$ cat config.mk
export PLATFORM = sky130hd
export DESIGN_NAME = module_fetch_controller
export DESIGN_NICKNAME = d
export VERILOG_FILES = /design/src/rtl/module_fetch_controller.sv
export SDC_FILE = /design/constraint.sdc
export NUM_CORES = 1
export LEC_CHECK = 0
export BUFFER_PORTS_ARGS = -buffer_cell sky130_fd_sc_hd__buf_2
export CAP_MARGIN = 10
export CORE_ASPECT_RATIO = 1.25
export CORE_MARGIN = 5
export CORE_UTILIZATION = 37
export DETAILED_ROUTE_END_ITERATION = 16
export PLACE_DENSITY = 0.64
export RECOVER_POWER = 50
export SLEW_MARGIN = 20
export SYNTH_ARGS = -nofsm -noshare
export SYNTH_HDL_FRONTEND = slang
export SYNTH_SLANG_ARGS = --single-unit
$ cat constraint.sdc
create_clock -name clock -period 2.1 [get_ports clock]
set_clock_uncertainty 0.1 [all_clocks]
set_input_delay 0.21 -clock clock [delete_from_list [all_inputs] [get_ports clock]]
set_output_delay 0.21 -clock clock [all_outputs]
set_load 0.01 [all_outputs]
$ cat src/rtl/module_fetch_controller.sv
// Multi-cycle instruction fetch sequencer: issues imem requests at the PC, holds the fetched word
// for decode, and strobes pc_update. Optional misaligned-fetch trap under FETCH_MISALIGN_TRAP_EN.
module module_fetch_controller #(
    parameter int XLEN    = 32,
    parameter int TIMEOUT = 255,
    parameter int CNT_W   = 8
) (
    input  logic            clock,
    input  logic            reset,
    input  logic [XLEN-1:0] pc_addr,
    input  logic            redirect,
    input  logic            stall,
    output logic            pc_update,
    output logic            imem_req,
    output logic [XLEN-1:0] imem_addr,
    input  logic            imem_ready,
    input  logic [XLEN-1:0] imem_rdata,
    output logic            instr_valid,
    output logic [XLEN-1:0] instr,
    output logic [XLEN-1:0] instr_pc,
    input  logic            instr_ready,
    output logic            bus_error,
    output logic [31:0]     fetch_count,
    output logic            trap,
    output logic [2:0]      fsm_state
);

    // Handshakes: a transfer happens on a rising edge where both sides are high
    // (imem_req && imem_ready, instr_valid && instr_ready && !stall). Once raised,
    // imem_req and imem_addr stay stable until imem_ready; instr_valid/instr stay stable until taken.

    typedef enum logic [2:0] {
        S_IDLE  = 3'd0,
        S_REQ   = 3'd1,
        S_WAIT  = 3'd2,
        S_HOLD  = 3'd3,
        S_DRAIN = 3'd4,
        S_ERR   = 3'd5
    } state_t;

    localparam bit              TO_EN   = (TIMEOUT != 0);
    localparam logic [CNT_W-1:0] TO_LAST = (TIMEOUT == 0) ? '0 : CNT_W'(TIMEOUT - 1);

    state_t            state, state_nx;
    logic [XLEN-1:0]   req_addr;
    logic [CNT_W-1:0]  wait_cnt;
    logic              capture;
    logic              count_en;
    logic              latch_addr;
    logic              clr_wait;
    logic              inc_wait;
    logic              set_berr;
    logic              timeout_hit;
    logic              accept;
    logic              misaligned;
    logic [XLEN-1:0]   pc_aligned;

    assign pc_aligned  = {pc_addr[XLEN-1:2], 2'b00};
    assign timeout_hit = TO_EN && (wait_cnt == TO_LAST);
    assign accept      = instr_ready && !stall;
    assign instr_valid = (state == S_HOLD);
    assign fsm_state   = state;

`ifdef FETCH_MISALIGN_TRAP_EN
    assign misaligned = (pc_addr[1:0] != 2'b00);

    always_ff @(posedge clock) begin
        if (!reset) begin
            trap <= 1'b0;
        end else if (state == S_REQ && misaligned) begin
            trap <= 1'b1;
        end
    end
`else
    assign misaligned = 1'b0;
    assign trap       = 1'b0;
`endif

    always_comb begin
        state_nx   = state;
        imem_req   = 1'b0;
        imem_addr  = '0;
        pc_update  = 1'b0;
        capture    = 1'b0;
        count_en   = 1'b0;
        latch_addr = 1'b0;
        clr_wait   = 1'b0;
        inc_wait   = 1'b0;
        set_berr   = 1'b0;
        case (state)
            S_IDLE: state_nx = S_REQ;
            S_REQ: begin
                if (misaligned) begin
                    state_nx = S_ERR;
                end else begin
                    imem_req   = 1'b1;
                    imem_addr  = pc_aligned;
                    latch_addr = 1'b1;
                    clr_wait   = 1'b1;
                    if (redirect) begin
                        // The request is already on the bus; if it has not completed it must be drained.
                        pc_update = 1'b1;
                        state_nx  = imem_ready ? S_REQ : S_DRAIN;
                    end else if (imem_ready) begin
                        capture  = 1'b1;
                        state_nx = S_HOLD;
                    end else begin
                        state_nx = S_WAIT;
                    end
                end
            end
            S_WAIT: begin
                imem_req  = 1'b1;
                imem_addr = req_addr;
                pc_update = redirect;
                if (imem_ready) begin
                    capture  = !redirect;
                    state_nx = redirect ? S_REQ : S_HOLD;
                end else if (timeout_hit) begin
                    set_berr = 1'b1;
                    state_nx = S_ERR;
                end else begin
                    inc_wait = 1'b1;
                    state_nx = redirect ? S_DRAIN : S_WAIT;
                end
            end
            S_HOLD: begin
                if (redirect || accept) begin
                    pc_update = 1'b1;
                    count_en  = accept;
                    state_nx  = S_REQ;
                end
            end
            S_DRAIN: begin
                imem_req  = 1'b1;
                imem_addr = req_addr;
                pc_update = redirect;
                if (imem_ready) begin
                    state_nx = S_REQ;
                end else if (timeout_hit) begin
                    set_berr = 1'b1;
                    state_nx = S_ERR;
                end else begin
                    inc_wait = 1'b1;
                end
            end
            S_ERR:   state_nx = S_ERR;
            default: state_nx = S_IDLE;
        endcase
    end

    always_ff @(posedge clock) begin
        if (!reset) begin
            state       <= S_IDLE;
            req_addr    <= '0;
            wait_cnt    <= '0;
            instr       <= '0;
            instr_pc    <= '0;
            bus_error   <= 1'b0;
            fetch_count <= '0;
        end else begin
            state <= state_nx;
            if (latch_addr) begin
                req_addr <= pc_aligned;
            end
            if (clr_wait) begin
                wait_cnt <= '0;
            end else if (inc_wait) begin
                wait_cnt <= wait_cnt + CNT_W'(1);
            end
            // The PC only moves on pc_update, so pc_addr still names the outstanding request here.
            if (capture) begin
                instr    <= imem_rdata;
                instr_pc <= pc_addr;
            end
            if (set_berr) begin
                bus_error <= 1'b1;
            end
            if (count_en) begin
                fetch_count <= fetch_count + 32'd1;
            end
        end
    end

endmodule

==> metrics <==
CTS sink cnt=138; RSZ-0062 raised after global routing=true; initial core utilization=37.42%; core area=15510 um^2; Slew HR=54.51%; overall power=6.957 mW; HP Class=input port to register; min cycle time layout=2.032 ns; WHS=0.05833 ns; Fin. Hold Viols=0; Yosys top cell area share=47.62%; CTS tree=done; Syn-to-layout area delta=47.90%; CTS max path bufs=2; max-slew violation count=0; Die Wd=122 um; Yosys cell types=44; synth top area cells=dfxtp_1, nand2_1, a21oi_1, clkbuf_1, nand4_1; grt ovf=0; main combinational cell family by area after synthesis=simple AND/OR/NAND/NOR gates; Data arrival, critical path=1.72 ns; Yosys reg bits=138; Overall Global Routing Usage=19.96%; LEAKAGE=3.362 nW; Post-Layout Cell Count=1257; port bufs=202; Cell Rows=51; detailed placer's ending HPWL=11.89 mm; Vias/cell=4.961; crit path buf inv count=2; Synth Warn #=0; syn_area_per_cell=7.604 um^2; Top delay family on crit path=simple AND/OR/NAND/NOR gates; clk root buf=clkbuf_16; clk slew on worst S/H paths=0.06 ns; initial antenna violation count=1; Mapped Cells=763; worst vdd ir=592.4 uV; drt wl/cell=14.84 um; CP Class=register to output pin; slowest stage delay, CP=0.47 ns; mux share of post-synthesis cell area=1.208%; post-synth top area cell=dfxtp_1; element type at the critical path end=output pin; Final Setup Violations=0; largest net degree at the start of global routing=65; critical path's slowest cell=or3b_4; placed inst area=7182 um^2; final critical-path share of the clock period=96.76%; Fmax achieved=492.2 MHz; first-pass GRT wire length=29.47 mm; Critical Path Source Type=register; GPL Wtd Cong=0.7915; Die Y=150.0 um; placed cell count=1153; worst skew pair latency=0.42 ns; Detail Route Antenna Nets=0; max_cap viols=0; design area=8581 um^2; sequential-to-total area share from yosys stat=47.62%; share of layout cells above drive strength 1=18.79%; top_reg_cell synth=dfxtp_1; ys async rst share=0%; post-synthesis simple-gate area fraction=29.07%; H-tree depth=4; vias in the first global route=5962; die area=18300 um^2; Synth Area in Compound Gates=15.31%; Post-Syn Area=5802 um^2; Least-Margin Pin Slew=0.6798 ns; crit-path max FO=9; nets@finish=1103; drt drc=0; cts bufs inserted=17; outcome=complete, no violations; io pins=206; CP Data Required Time=1.79 ns; DRT iter0 DRCs=297; PD cells=810.7 nW/um^2; drt pass-1 iters=4; WL final=18.66 mm; total number of vias=6236; adder-cell share of the synthesized area=0.6470%; CP Cell Sequence=buf_4 > or3b_4 > o21ai_0 > buf_2; number of synthesized flops with an enable pin=0; Synth Area in XOR/XNOR=1.510%
[layer usage]
layer / up-vias / part of all wire (%) / GRT usage [%] / wire length [um]
li1: 3122 / - / - / -
met2: 184 / 50 / 33.60 / 9320
met5: - / 0 / 0 / 0
met3: 45 / 6.5 / 6.389 / 1220
met4: 0 / 3.3 / 8.688 / 614
met1: 2885 / 40 / 23.19 / 7503
[report_power, final]
part / internal [mW] / leakage, nW / switching [mW] / total [mW]
Clock: 2.08 / 0.309 / 1.13 / 3.21
Combinational: 0.439 / 1.93 / 0.524 / 0.963
Sequential: 2.72 / 1.12 / 0.0587 / 2.78
[repair_timing]
item,CTS,global route
hold buffers,64,0
setup endpoints to repair,31,32
resized for setup,6,34
buffers inserted,1,2
pin swaps,0,7
hold endpoints to repair,94,0
cloned,1,2
[cells in the final DEF (no fill, tap or decap), drive strengths merged, types with 3 or more instances in the layout]
cell,instances
xor2,5
clkinv,6
nor4,7
xnor2,5
o31ai,9
dfxtp,138
mux2i,7
o41ai,8
dlygate4sd3,64
or4,9
nand2b,12
bufinv,4
a21oi,114
nand4,15
inv,8
buf,139
and3,3
conb,3
o21ai,9
o311ai,6
and4,7
nand3,17
or3,7
nor3,6
clkbuf,120
nand2,273
nor2,16
ha,3
[final timing paths]
check	startpoint	end	slack [ns]	cells past startpoint
hold / removal	redirect	fsm_state[1]$_SDFFE_PN0P_	0.06	4
setup / recovery	fsm_state[2]$_SDFFE_PN0P_	imem_req	0.07	4
hold reg to reg	instr[0]$_SDFFE_PN0P_	instr[0]$_SDFFE_PN0P_	0.35	2
setup reg to reg	fetch_count[7]$_SDFFE_PN0P_	fetch_count[21]$_SDFFE_PN0P_	0.21	4
[worst register-to-register path, cell delays in order (launching register included)]
cell	delay [ns]
dfxtp_1	0.39
and4_1	0.36
nand2_1	0.25
or4_1	0.57
a21oi_1	0.15
[flip-flops by register name, indices dropped and copies added (netlist names)]
| register | flops |
|---|---|
| fetch_count | 32 |
| instr | 32 |
| instr_pc | 32 |
| req_addr | 30 |
| wait_cnt | 8 |
| fsm_state | 3 |
| bus_error | 1 |
[synth_stat cells (all sizes together), types with 3 or more instances]
master	n
or4	9
a21oi	114
nor3	6
nand2	273
inv	9
buf	15
o41ai	8
o21ai	9
and4	7
nand2b	12
nand4	15
nor4	7
or3	7
and3	3
o31ai	9
o311ai	6
mux2i	7
ha	3
xnor2	5
nand3	17
dfxtp	138
nor2	16
xor2	5
clkbuf	41
[layout make-up]
cell class | count | area [um^2]
inverters | 9 | 35.03
fillers | 1549 | 6925
diodes | 2 | 5.005
multi-input cells | 562 | 2841
well taps | 212 | 265.3
clock inverters | 11 | 167.7
flip-flops and latches | 138 | 2770
clock buffers | 21 | 470.5
repair buffers | 302 | 2026
[kinds of logic (layout without fill, tap and decap cells)]
| logic type | Yosys count | in the layout |
|---|---|---|
| compound gates | 156 | 156 |
| fa+ha+maj | 3 | 3 |
| other cells | 1 | 5 |
| xor+xnor | 10 | 10 |
| simple gates | 383 | 383 |
| buf+inv | 65 | 343 |
| mux | 7 | 7 |
| flops | 138 | 138 |
[per-stage QoR]
stage                     worst slack, ns  setup TNS, ns  util [%]
after floorplan                    0.2269              0         -
after global placement             0.2070              0     46.32
after detailed placement           0.1553              0     46.32
after CTS                         0.02682              0     54.95
after global routing             -0.03222        -0.1532     55.32
final                             0.06812              0     55.34
Note: power is estimated with default switching activity, not from simulation.
